**src/rtl/alu_result_buf.sv**
```systemverilog
// DEPTH-entry ALU result queue with valid/ready on both sides; dataout is the registered head.
// Optional macro ALURES_FLAGS_EN adds per-entry {neg,zero} flags and the flags output port.
module alu_result_buf #(
    parameter int WIDTH = 16,
    parameter int DEPTH = 4
) (
    input  logic                       clk,
    input  logic                       rst,
    input  logic                       flush,
    input  logic                       in_valid,
    output logic                       in_ready,
    input  logic [WIDTH-1:0]           datain,
    output logic                       out_valid,
    input  logic                       out_ready,
    output logic [WIDTH-1:0]           dataout,
    output logic [$clog2(DEPTH+1)-1:0] count
`ifdef ALURES_FLAGS_EN
    ,
    output logic [1:0]                 flags
`endif
);

    localparam int CW = $clog2(DEPTH+1);
    localparam int PW = $clog2(DEPTH);
`ifdef ALURES_FLAGS_EN
    localparam int EW = WIDTH + 2;
`else
    localparam int EW = WIDTH;
`endif

    logic [EW-1:0] r_mem [DEPTH];
    logic [PW-1:0] r_wr_ptr;
    logic [PW-1:0] r_rd_ptr;
    logic [CW-1:0] r_count;
    logic          r_in_ready;
    logic          r_out_valid;
    logic [EW-1:0] r_head;

    logic          w_push;
    logic          w_pop;
    logic [CW-1:0] w_remain;
    logic [CW-1:0] w_count_nxt;
    logic [PW-1:0] w_rd_nxt;
    logic [EW-1:0] w_in_entry;
    logic [EW-1:0] w_head_nxt;

`ifdef ALURES_FLAGS_EN
    assign w_in_entry = {datain[WIDTH-1], (datain == '0), datain};
    assign flags      = r_head[WIDTH+1:WIDTH];
`else
    assign w_in_entry = datain;
`endif

    assign w_push    = in_valid & r_in_ready;
    assign w_pop     = r_out_valid & out_ready;
    assign in_ready  = r_in_ready;
    assign out_valid = r_out_valid;
    assign count     = r_count;
    assign dataout   = r_head[WIDTH-1:0];

    // The head register is loaded with the entry that will be oldest after this
    // edge; when the queue drains to zero in the same cycle, that is the incoming word.
    always_comb begin
        w_remain    = r_count - CW'(w_pop);
        w_count_nxt = w_remain + CW'(w_push);
        w_rd_nxt    = r_rd_ptr + PW'(w_pop);
        w_head_nxt  = r_head;
        if (w_count_nxt != '0) begin
            if (w_remain == '0) begin
                w_head_nxt = w_in_entry;
            end else begin
                w_head_nxt = r_mem[w_rd_nxt];
            end
        end
    end

    always_ff @(posedge clk) begin
        if (w_push && !rst && !flush) begin
            r_mem[r_wr_ptr] <= w_in_entry;
        end
    end

    always_ff @(posedge clk) begin
        if (rst || flush) begin
            r_wr_ptr    <= '0;
            r_rd_ptr    <= '0;
            r_count     <= '0;
            r_in_ready  <= 1'b1;
            r_out_valid <= 1'b0;
            r_head      <= '0;
        end else begin
            r_wr_ptr    <= r_wr_ptr + PW'(w_push);
            r_rd_ptr    <= w_rd_nxt;
            r_count     <= w_count_nxt;
            r_in_ready  <= (w_count_nxt < CW'(DEPTH));
            r_out_valid <= (w_count_nxt != '0);
            r_head      <= w_head_nxt;
        end
    end

endmodule
```
**config.mk**
```make
export PLATFORM = sky130hd
export DESIGN_NAME = alu_result_buf
export DESIGN_NICKNAME = d
export VERILOG_FILES = /design/src/rtl/alu_result_buf.sv
export SDC_FILE = /design/constraint.sdc
export NUM_CORES = 1
export LEC_CHECK = 0
export CAP_MARGIN = 20
export CORE_ASPECT_RATIO = 0.7
export CORE_MARGIN = 3
export CORE_UTILIZATION = 55
export CTS_CLUSTER_SIZE = 40
export DETAILED_ROUTE_END_ITERATION = 12
export GPL_TIMING_DRIVEN = 0
export PLACE_DENSITY = 0.79
export SKIP_CTS_REPAIR_TIMING = 1
export SLEW_MARGIN = 30
export SYNTH_ARGS = -nofsm -noshare
export SYNTH_HDL_FRONTEND = slang
export SYNTH_SLANG_ARGS = --single-unit
```
**constraint.sdc**
```tcl
create_clock -name clk -period 3.9 [get_ports clk]
set_input_delay 0.78 -clock clk [delete_from_list [all_inputs] [get_ports clk]]
set_output_delay 0.78 -clock clk [all_outputs]
set_load 0.03 [all_outputs]
```
# --- Word level (Yosys, flattened, before mapping) ---
# Memories as Yosys holds them, arrays and structs flattened.
# Index checks and enable logic that the tools add are counted.
word_totals:
  ff_bits: 25
  ramBits: 64
  inputBits: 21
  output_inout_bits: 21
  elab_cells: 24
  memories: 1
op_classes:
  addsub: 4
  n_lt_le_gt_ge: 1
  n_mux: 3
  bitwise_logic: 2
  n_reduce_logical: 7
memory_table:
  columns: ["memory", "words", "width", "read_ports", "rd_ports_with_merged_regs", "write_ports", "line", "source"]
  rows:
  - ["r_mem", 4, 16, 1, 0, 1, "31", "logic [EW-1:0] r_mem [DEPTH];"]
op_table:
  columns: ["cell", "n"]
  rows:
  - ["two-way mux 16 bit", 1]
  - ["adder 2 x 1 -> 2 bit", 2]
  - ["adder 3 x 1 -> 3 bit", 1]
  - ["logical NOT 3 bit", 1]
  - ["< comparator 3 bit (second input constant)", 1]
  - ["nonzero test 3 bit", 1]
  - ["subtractor 3 x 1 -> 3 bit", 1]
  - ["AND 1 bit", 2]
  - ["logical AND 1 bit", 2]
  - ["logical NOT 1 bit", 2]
  - ["two-way mux 1 bit", 2]
  - ["logical OR 1 bit", 1]

# --- Logic depth before layout (Yosys ltp) ---
logic_depth:
  word_depth: 5
  ltp_mapped: 11
  mapped_depth_nobuf: 9

# --- Worst setup path after synthesis ---
# OpenSTA, ideal clock, no wires.
synth_path:
  path_kind: "in2reg"
  startpoint: "input port rst"
  endpoint: "memory r_mem[0][0] in the netlist's numbering, enable pin"
  setup_ns: 0.430
  t_arrival_ns: 2.663
  required_time_ns: 3.470
  setup_slack_ns: 0.807
  stages: 2
  n_path_buf: 0
  path_cell_list: "or2_2 nor4_1"
synth_between:
  elab_chain_cells: 5
synth_lines:
  columns: ["element", "line", "source"]
  rows:
  - ["from (decl)", "8", "input logic rst,"]
  - ["logical NOT 1 bit", "78", "if (w_push && !rst && !flush) begin"]
  - ["logical AND 1 bit (2 in a row)", "78", null]
  - ["two-way mux 1 bit", "78", null]
  - ["two-way mux 1 bit (not written as such)", "79", "r_mem[r_wr_ptr] <= w_in_entry;"]
  - ["to (decl)", "31", null]
# No other way between the ends.

# --- Worst setup path in the final report ---
layout_path:
  startpoint: "input port out_ready"
  endpoint: "register r_head[4], in the netlist dataout[4]"
layout_between:
  elab_chain_cells: 4
  elab_cells_between_ends: 8
  cone_classes: "3 x add/sub; 1 x mux; 1 x bitwise; 2 x reduce/logical; 1 x memory"
layout_lines:
  columns: ["element", "line", "source"]
  rows:
  - ["from (decl)", "14", "input logic out_ready,"]
  - ["AND 1 bit (*)", "55", "assign w_pop = r_out_valid & out_ready;"]
  - ["subtractor 3 x 1 -> 3 bit or adder 2 x 1 -> 2 bit (tied branches)", "64, 66", null]
  - ["adder 3 x 1 -> 3 bit, or another cell as far along", "65", "w_count_nxt = w_remain + CW'(w_push);"]
  - ["nonzero test 3 bit or two-way mux 16 bit (tied branches)", "68, 69", null]
  - ["to (signal assigned)", "97", "r_head <= w_head_nxt;"]
  - ["to (decl)", "37", "logic [EW-1:0] r_head;"]
# Every way passes the cells marked *; elsewhere a longest branch is shown, timed or not.
# A chain may end at the register's enable or synchronous reset.

==> impl_metrics.tcl <==
set metrics [dict create \
    status "completed" \
    path_cells "clkdlybuf4s50_1 -> and2_1 -> ha_1 -> ha_1 -> xnor2_1 -> and3_1 -> clkbuf_1 -> clkbuf_1 -> nand2_1 -> a31oi_1" \
    grt_pass1_wl_mm 10.6 \
    ys_seq_area_share_pct 70.0 \
    synthXorXnorAreaFrac_pct 1.66 \
    die_h_um 72.3 \
    setup_slack_ps 818 \
    syn2layout_area_growth_pct 22.2 \
    crit_fanout 10 \
    routedWlPerCell_um 18.8 \
    routed_wl_mm 6.72 \
    synth.area.mux_share_pct 10.4 \
    synth_cells 218 \
    cp_data_arrival_time_ps 3360 \
    drv_slew 0 \
    final_common_cell "edfxtp_1" \
    dpl_cell_area_um2 4040 \
    worstPathRequired_ps 4170 \
    path_class "in -> reg" \
    grt_start_max_net_pins 15 \
    port_buffers 41 \
    grt.overflow.total 0 \
    synth-simple-area-share_pct 6.58 \
    synth_area_leader_cell "edfxtp_1" \
    setup_viol 0 \
    synthAdderAreaFrac_pct 2.17 \
    rrSetupSlack_ps 1330 \
    layout_common_cells "64 x edfxtp_1, 41 x clkdlybuf4s50_1, 34 x nand2_1, 25 x dfxtp_1, 16 x mux4_2" \
    worst_pin_slew_ps 595 \
    synth_top_family_by_area "multiplexers" \
    synth_cell_types 26 \
    r2r_start "out_valid" \
    synth_edf_count 64 \
    path_delay_family "buffers and inverters" \
    cts_root_buf "clkbuf_8" \
    postRouteAntennaNets 0 \
    critPathLaunchType "primary input" \
    yosysWarnings 0 \
    clock_sink_count 89 \
    hold_viol 0 \
    antenna_found_initial 0 \
    grt_use_total_pct 20.2 \
    pin_count 42 \
    dp_hpwl_mm 4.60 \
    critical-path-slowest-cell "clkbuf_1" \
    fin_crit_sh_pct 79.0 \
    power.leakage_nw 1.47 \
    syn_area_per_cell_um2 15.9 \
    cp.buffers_inverters 3 \
    fmax_mhz 324 \
    place_ws_ps 481 \
    design_area_um2 4230 \
    cts.path.max_buffers 2 \
    cts_buffers 9 \
    drt-pass1-iter-count 4 \
    finish.utilization_pct 71.6 \
    ys_async_sr_fraction_pct 0 \
    viasPerCell 5.63 \
    skew_ps 7.85 \
    synth.cell_area_um2 3460 \
    initial_core_util_pct 58.6 \
    cts_tree "built" \
    initialDrtViolationCount 155 \
    cts_max_level 3 \
    via_count 2015 \
    core_um2 5900 \
    hold_path_startpoint "dataout[14]" \
    drive_gt1_share_pct 19.1 \
    synth-seq-cells 89 \
    antennaDiodeCount 0 \
    die_w_um 101 \
    final_nets 305 \
    peakVddDrop_mv 0.351 \
    place_congestion 0.708 \
    clk_latency_ps 350 \
    slowest_delay_ps 500 \
    ys_top_cells_by_area "edfxtp_1 56%, dfxtp_1 14%, mux4_2 10%, nand2_1 3.7%, a31oi_1 2.7%" \
    first_global_vias 2006 \
    max-cap-violations 0 \
    drc_errors 0 \
    p_per_area_nw_per_um2 474 \
    synth_fp_nets 245 \
    clk_pin_slew_ps 80 \
    relSlewSlack_pct 60.4 \
    die_area_um2 7290 \
    layout_min_cycle_time_ps 3080 \
    synth_ff_type "edfxtp_1" \
    synth_compound_area_share_pct 5.72 \
    end_kind "register" \
    fill_cells 394 \
    hp-class "reg -> reg" \
    yosys.area.top_type_share_pct 55.6 \
    row_count 23 \
    startpoint "out_ready" \
    rsz0062_at_grt "false" \
]
==> final cells by class <==
class                           count  area [µm²]  area share (%)
Buffer                             12        91.3            2.16
Clock buffer                       10         128            3.02
Clock inverter                      6        58.8            1.39
Inverter                            7        26.3           0.622
Multi-Input combinational cell    110         936            22.1
Sequential cell                    89        2420            57.3
Tap cell                           75        93.8            2.22
Timing Repair Buffer               49         470            11.1
==> flip-flops by register name (all words and copies together) (netlist names) <==
register   flops
r_mem         64
dataout       16
count          3
r_rd_ptr       2
r_wr_ptr       2
in_ready       1
out_valid      1
==> worst min-delay path: stages, from the launching register on <==
cell     delay (ps)
dfxtp_1         310
o21ai_1         120
a31oi_1          40
==> synth_stat cells (2+ instances only) <==
| library cell | instances |
|---|---|
| nand3_1 | 2 |
| buf_6 | 2 |
| a31oi_1 | 15 |
| inv_1 | 7 |
| o21ai_0 | 3 |
| buf_8 | 2 |
| nor2_1 | 4 |
| buf_4 | 2 |
| edfxtp_1 | 64 |
| dfxtp_1 | 25 |
| xnor2_1 | 2 |
| ha_1 | 6 |
| nor4_1 | 2 |
| mux4_2 | 16 |
| clkbuf_1 | 5 |
| nand2_1 | 34 |
| o21ai_2 | 3 |
| o21ai_1 | 10 |
| and2_1 | 7 |
==> metal layers <==
metal	GRT usage (%)	up-vias	wire [µm]
met5	0	-	0
met4	6.73	0	74
met3	6.24	8	364
met2	31.6	68	3170
met1	27.2	996	3110
li1	-	943	-
==> metrics by stage <==
step           std cells  total power, W  TNS [ps]  hold slack (ps)
3_5_place_dp         342         0.00143         0              509
6_report             358         0.00200         0              522
2_1_floorplan        218         0.00129         0              518
4_1_cts              358         0.00202         0              523
5_1_grt              358         0.00209         0              562
3_3_place_gp         334         0.00142    -20190              508
==> logic make-up after synthesis <==
kind of cell / Yosys count
buffers and inverters: 19
adder cells (fa/ha/maj): 6
AND/OR/NAND/NOR: 52
flip-flops: 89
AO/OA/AOI/OAI: 32
XOR/XNOR: 4
multiplexers: 16
==> where the power goes <==
part	switching, W	internal (W)
Sequential	0.0000169	0.00104
Clock	0.000301	0.000292
Combinational	0.000203	0.000146
==> worst paths after layout <==
check / endpoint / cells past startpoint
worst max-delay path: dataout[4] / 10
worst min-delay path: dataout[14] / 2
worst max register to register: dataout[4] / 9
worst min register to register: dataout[14] / 2
Power figures use the tool's default switching activity.
